[src/rtl/cache_comp.sv]
// Tag compare and miss handling for a 2-way cache: answers hits directly and refills a line from memory on a miss.
// Optional hit/miss statistics counters are enabled with `define CACHE_STAT_EN.
module cache_comp #(
  parameter int TAG_W      = 20,
  parameter int IDX_W      = 7,
  parameter int LINE_WORDS = 8
) (
  input  logic                     clk,
  input  logic                     rst,
  input  logic                     comp_in_en,
  input  logic                     valid1_in,
  input  logic                     valid2_in,
  input  logic [TAG_W-1:0]         tag1_in,
  input  logic [TAG_W-1:0]         tag2_in,
  input  logic [31:0]              data1_in,
  input  logic [31:0]              data2_in,
  input  logic [31:0]              cpu_addr_in,
  output logic                     stall,
  output logic                     cpu_data_ok,
  output logic [31:0]              cpu_data_out,
  output logic                     mem_req,
  output logic [31:0]              mem_addr,
  input  logic                     mem_ready,
  input  logic                     mem_rvalid,
  input  logic [31:0]              mem_rdata,
  output logic                     write_en,
  output logic [31:0]              write_addr,
  output logic [LINE_WORDS*32-1:0] write_data,
  input  logic                     write_ok
`ifdef CACHE_STAT_EN
  ,
  output logic [31:0]              hit_cnt,
  output logic [31:0]              miss_cnt
`endif
);

  localparam int OFF_W    = $clog2(LINE_WORDS);
  localparam int LINE_LSB = 32 - TAG_W - IDX_W;
  localparam logic [OFF_W-1:0] LAST_BEAT = OFF_W'(LINE_WORDS - 1);

  typedef enum logic [2:0] {IDLE, MEM_REQ, MEM_RECV, FILL, WAIT_OK, RESP} state_t;

  state_t                         state_q, state_d;
  logic [31:2]                    addr_q, addr_d;
  logic [OFF_W-1:0]               cnt_q, cnt_d;
  logic [LINE_WORDS-1:0][31:0]    line_q, line_d;
  logic                           stall_q, stall_d;
  logic                           ok_q, ok_d;
  logic [31:0]                    data_q, data_d;
  logic                           req_q, req_d;
  logic                           wen_q, wen_d;

  logic hit1, hit2, hit;
  logic unused_addr_lsb;

  assign hit1 = valid1_in && (tag1_in == cpu_addr_in[31:32-TAG_W]);
  assign hit2 = valid2_in && (tag2_in == cpu_addr_in[31:32-TAG_W]);
  assign hit  = hit1 || hit2;
  assign unused_addr_lsb = ^cpu_addr_in[1:0];

  always_comb begin
    state_d = state_q;
    addr_d  = addr_q;
    cnt_d   = cnt_q;
    line_d  = line_q;
    ok_d    = 1'b0;
    data_d  = data_q;
    case (state_q)
      IDLE: begin
        if (comp_in_en) begin
          if (hit) begin
            ok_d   = 1'b1;
            data_d = hit1 ? data1_in : data2_in;
          end else begin
            addr_d  = cpu_addr_in[31:2];
            state_d = MEM_REQ;
          end
        end
      end
      MEM_REQ: begin
        if (mem_ready) begin
          cnt_d   = '0;
          state_d = MEM_RECV;
        end
      end
      MEM_RECV: begin
        if (mem_rvalid) begin
          line_d[cnt_q] = mem_rdata;
          cnt_d         = cnt_q + 1'b1;
          if (cnt_q == LAST_BEAT) state_d = FILL;
        end
      end
      FILL:    state_d = WAIT_OK;
      WAIT_OK: if (write_ok) state_d = RESP;
      RESP: begin
        ok_d    = 1'b1;
        data_d  = line_q[addr_q[LINE_LSB-1:2]];
        state_d = IDLE;
      end
      default: state_d = IDLE;
    endcase
    // Control outputs follow the next state so they line up with the registered state.
    stall_d = (state_d != IDLE);
    req_d   = (state_d == MEM_REQ);
    wen_d   = (state_d == FILL);
  end

  always_ff @(posedge clk or posedge rst) begin
    if (rst) begin
      state_q <= IDLE;
      addr_q  <= '0;
      cnt_q   <= '0;
      line_q  <= '0;
      stall_q <= 1'b0;
      ok_q    <= 1'b0;
      data_q  <= '0;
      req_q   <= 1'b0;
      wen_q   <= 1'b0;
    end else begin
      state_q <= state_d;
      addr_q  <= addr_d;
      cnt_q   <= cnt_d;
      line_q  <= line_d;
      stall_q <= stall_d;
      ok_q    <= ok_d;
      data_q  <= data_d;
      req_q   <= req_d;
      wen_q   <= wen_d;
    end
  end

  assign stall        = stall_q;
  assign cpu_data_ok  = ok_q;
  assign cpu_data_out = data_q;
  assign mem_req      = req_q;
  assign mem_addr     = {addr_q[31:LINE_LSB], {LINE_LSB{1'b0}}};
  assign write_en     = wen_q;
  assign write_addr   = {addr_q[31:LINE_LSB], {LINE_LSB{1'b0}}};
  assign write_data   = line_q;

`ifdef CACHE_STAT_EN
  logic [31:0] hit_cnt_q, hit_cnt_d, miss_cnt_q, miss_cnt_d;

  always_comb begin
    hit_cnt_d  = hit_cnt_q;
    miss_cnt_d = miss_cnt_q;
    if (state_q == IDLE && comp_in_en) begin
      if (hit) hit_cnt_d  = hit_cnt_q + 32'd1;
      else     miss_cnt_d = miss_cnt_q + 32'd1;
    end
  end

  always_ff @(posedge clk or posedge rst) begin
    if (rst) begin
      hit_cnt_q  <= '0;
      miss_cnt_q <= '0;
    end else begin
      hit_cnt_q  <= hit_cnt_d;
      miss_cnt_q <= miss_cnt_d;
    end
  end

  assign hit_cnt  = hit_cnt_q;
  assign miss_cnt = miss_cnt_q;
`endif

endmodule

[config.mk]
export PLATFORM = sky130hd
export DESIGN_NAME = cache_comp
export DESIGN_NICKNAME = d
export VERILOG_FILES = /design/src/rtl/cache_comp.sv
export SDC_FILE = /design/constraint.sdc
export NUM_CORES = 1
export LEC_CHECK = 0
export CAP_MARGIN = 20
export CELL_PAD_IN_SITES_DETAIL_PLACEMENT = 1
export CELL_PAD_IN_SITES_GLOBAL_PLACEMENT = 1
export CORE_MARGIN = 1
export CORE_UTILIZATION = 37
export CTS_CLUSTER_DIAMETER = 200
export DETAILED_ROUTE_END_ITERATION = 10
export PLACE_DENSITY = 0.92
export SKIP_CTS_REPAIR_TIMING = 1
export SYNTH_ARGS = -nofsm -noshare
export SYNTH_HDL_FRONTEND = slang
export SYNTH_SLANG_ARGS = --single-unit
[constraint.sdc]
create_clock -name clk -period 14.1 [get_ports clk]
set_input_delay 2.82 -clock clk [delete_from_list [all_inputs] [get_ports clk]]
set_output_delay 2.82 -clock clk [all_outputs]
set_load 0.01 [all_outputs]
==> impl_metrics.tcl <==
set metrics [dict create \
    r2r_end "write_data[117]$_DFFE_PP0P_" \
    timing_hold_violations_final 0 \
    cts_made_buffers 40 \
    met2_usage 0.472 \
    die_area_um2 43500 \
    cp.depth 7 \
    end_kind "flip-flop" \
    crit_required_ns 14.54 \
    finalWirelength_um 59700 \
    drt_iter0_drc 500 \
    worstSetupStartpointType "input port" \
    synthTopCellsByCount "328 x dfrtp_1, 285 x mux2_2, 74 x buf_4" \
    grt_pass1_vias 12700 \
    fin_worst_skew_ns 0.0209 \
    antenna_found_initial 2 \
    synth_most_common_cell "dfrtp_1" \
    firstDrtPassIters 5 \
    p_leak_nw 9.76 \
    r2r_slack_ns 10.82 \
    clk_latency_ns 0.56 \
    yosys_warnings 0 \
    coreArea_um2 42000 \
    cp_max_fo 17 \
    crit_type "input port to flip-flop" \
    seq_area_frac_synth 0.520 \
    grt_setup_unrepaired "no" \
    grt_use_met1 0.320 \
    ios 532 \
    port_buffers 519 \
    grt.busiest_layer "met2" \
    start_util 0.375 \
    setup_viol 0 \
    critical_path.slowest_cell "nor3b_4" \
    die_x_um 209 \
    r2r_start "state_q[0]$_DFF_PP0_" \
    postSynthCellCount 1046 \
    crit_path_cell_trace "clkdlybuf4s50_1 > nand3b_1 > nor2_1 > nand2_1 > nor3b_4 > buf_4 > mux2_2" \
    period_share 0.392 \
    avgViaCountPerCell 5.48 \
    hpwl_um 40100 \
    overflow 0 \
    htree_levels 2 \
    slew-limit-headroom 0.250 \
    synth.distinct_cells 39 \
    finalSetupTns_ns 0 \
    synth_edf_count 0 \
    synth_seq_cells 328 \
    synth_top_area_frac 0.520 \
    reg2regPathDepth 6 \
    slowest_delay_ns 0.97 \
    cts_tree "yes" \
    place.gp.congestion 0.816 \
    worst_pin_slew_ns 1.13 \
    grt_use_total 0.275 \
    max_freq_mhz 181 \
    pre_cts_ws_ns 7.98 \
    num_rows 75 \
    synth_flop_cell "dfrtp_1" \
    critPathBufInv 2 \
    clkSinkCount 328 \
    finalNonFillerCells 2079 \
    ant_nets 0 \
    timing.final.ws_setup_ns 8.58 \
    syn_area_um2 15800 \
    via_count 11400 \
    dieHeight_um 209 \
    yosysTopAreaCell "dfrtp_1" \
    hold_class "flip-flop to flip-flop" \
    ir_drop_uv 101 \
    synth_area_leaders "dfrtp_1 52%, mux2_2 20%, mux4_2 9.1%" \
    crit_family "simple AND/OR/NAND/NOR gates" \
    power_density_nw_per_um2 186 \
    wire_per_inst_um 28.7 \
    use_met3 0.0752 \
    fin_crit_ns 5.52 \
    fillers 4012 \
    avgSynthCellArea_um2 15.1 \
    cts_buffer_depth 3 \
    drv.max_cap_violation_count 0 \
    clk_pin_slew_worst_paths_ns 0.06 \
    clockRootBuffer "clkbuf_16" \
    placed_cells 2005 \
    nets 1686 \
    grt_max_degree 138 \
    drive_gt1_frac 0.315 \
    fin_util 0.535 \
    cp-endpoint "write_data[117]$_DFFE_PP0P_" \
    crit_start "mem_rvalid" \
    drc 0 \
    synthToLayoutAreaGrowth_pct 42.6 \
    arrival_ns 5.96 \
    grt_pass1_wl_um 88000 \
    synthArstFlopShare 1.00 \
    outcome "completed" \
    drv_slew 0 \
]
## registers in the layout, indices dropped and copies added (netlist names)
name and cells:
cpu_data_ok 1, addr_q 30, cnt_q 3, write_en 1, write_data 256, state_q 3, stall 1, cpu_data_out 32
mem_req 1
## worst register-to-register path, cell delays in order, from the launching register on
cell	delay, ns
dfrtp_1	0.41
nand3b_1	0.27
nor2_1	0.33
nand2_1	0.27
nor3b_4	0.97
buf_4	0.52
mux2_2	0.41
## cell type report
cell class,count,area [um^2],share of cell area
Sequential cell,328,8220,0.365
Multi-Input combinational cell,597,6830,0.304
Timing Repair Buffer,537,5350,0.238
Clock buffer,57,1190,0.0531
Tap cell,539,674,0.0300
Clock inverter,15,203,0.00901
Inverter,4,22.5,0.00100
Antenna cell,2,5.00,0.000222
## worst min-delay path by stage
stage,from,cells past startpoint,slack (ns),endpoint
6_report,write_data[147]$_DFFE_PP0P_,1,0.53,write_data[147]$_DFFE_PP0P_
5_1_grt,write_data[147]$_DFFE_PP0P_,1,0.54,write_data[147]$_DFFE_PP0P_
4_1_cts,write_data[147]$_DFFE_PP0P_,1,0.53,write_data[147]$_DFFE_PP0P_
3_5_place_dp,write_data[42]$_DFFE_PP0P_,1,0.51,write_data[42]$_DFFE_PP0P_
3_3_place_gp,write_data[24]$_DFFE_PP0P_,1,0.49,write_data[24]$_DFFE_PP0P_
2_1_floorplan,addr_q[10]$_DFFE_PP0P_,1,0.51,addr_q[10]$_DFFE_PP0P_
## stage by stage
stage	hold slack (ns)	total power [W]	cell area [um^2]
after detailed placement	0.510	0.00308	21100
after CTS	0.529	0.00421	22500
after global placement	0.490	0.00300	21100
final	0.532	0.00418	22500
after floorplan	0.506	0.00228	15800
after global routing	0.538	0.00434	22500
## power by group
| part | leakage, nW | internal [W] | switching (W) |
|---|---|---|---|
| Combinational | 4.74 | 0.000952 | 0.000623 |
| Sequential | 4.33 | 0.00120 | 0.000312 |
| Clock | 0.688 | 0.000665 | 0.000426 |
## metal layers
metal  wire length [um]  vias up
met3               4290      138
met4               2620        0
met1              22700     5996
met5                  0        -
met2              30100      528
li1                   -     4724
## kinds of logic after synthesis
kind of cell             count (synthesis)  share of synthesized area
buffers and inverters                  130                     0.0526
flip-flops                             328                      0.520
XOR/XNOR                                40                     0.0222
AO/OA/AOI/OAI                           41                     0.0272
multiplexers                           414                      0.346
AND/OR/NAND/NOR                         90                     0.0303
adder cells (fa/ha/maj)                  2                    0.00159
other                                    1                   0.000238
## cell usage in the layout, fill, tap and decap left out, types with 5 or more instances in the layout
cell	count
nand2_1	44
mux2_2	285
nor2_1	6
nand4_1	13
nor3_1	5
mux4_2	64
clkbuf_16	40
mux2_4	30
buf_4	17
xnor2_1	40
o221a_1	30
clkdlybuf4s50_1	519
clkbuf_8	13
dfrtp_1	325
mux2i_1	32
conb_1	10
clkinv_2	5
No activity file was read; power rests on OpenSTA's default activity.
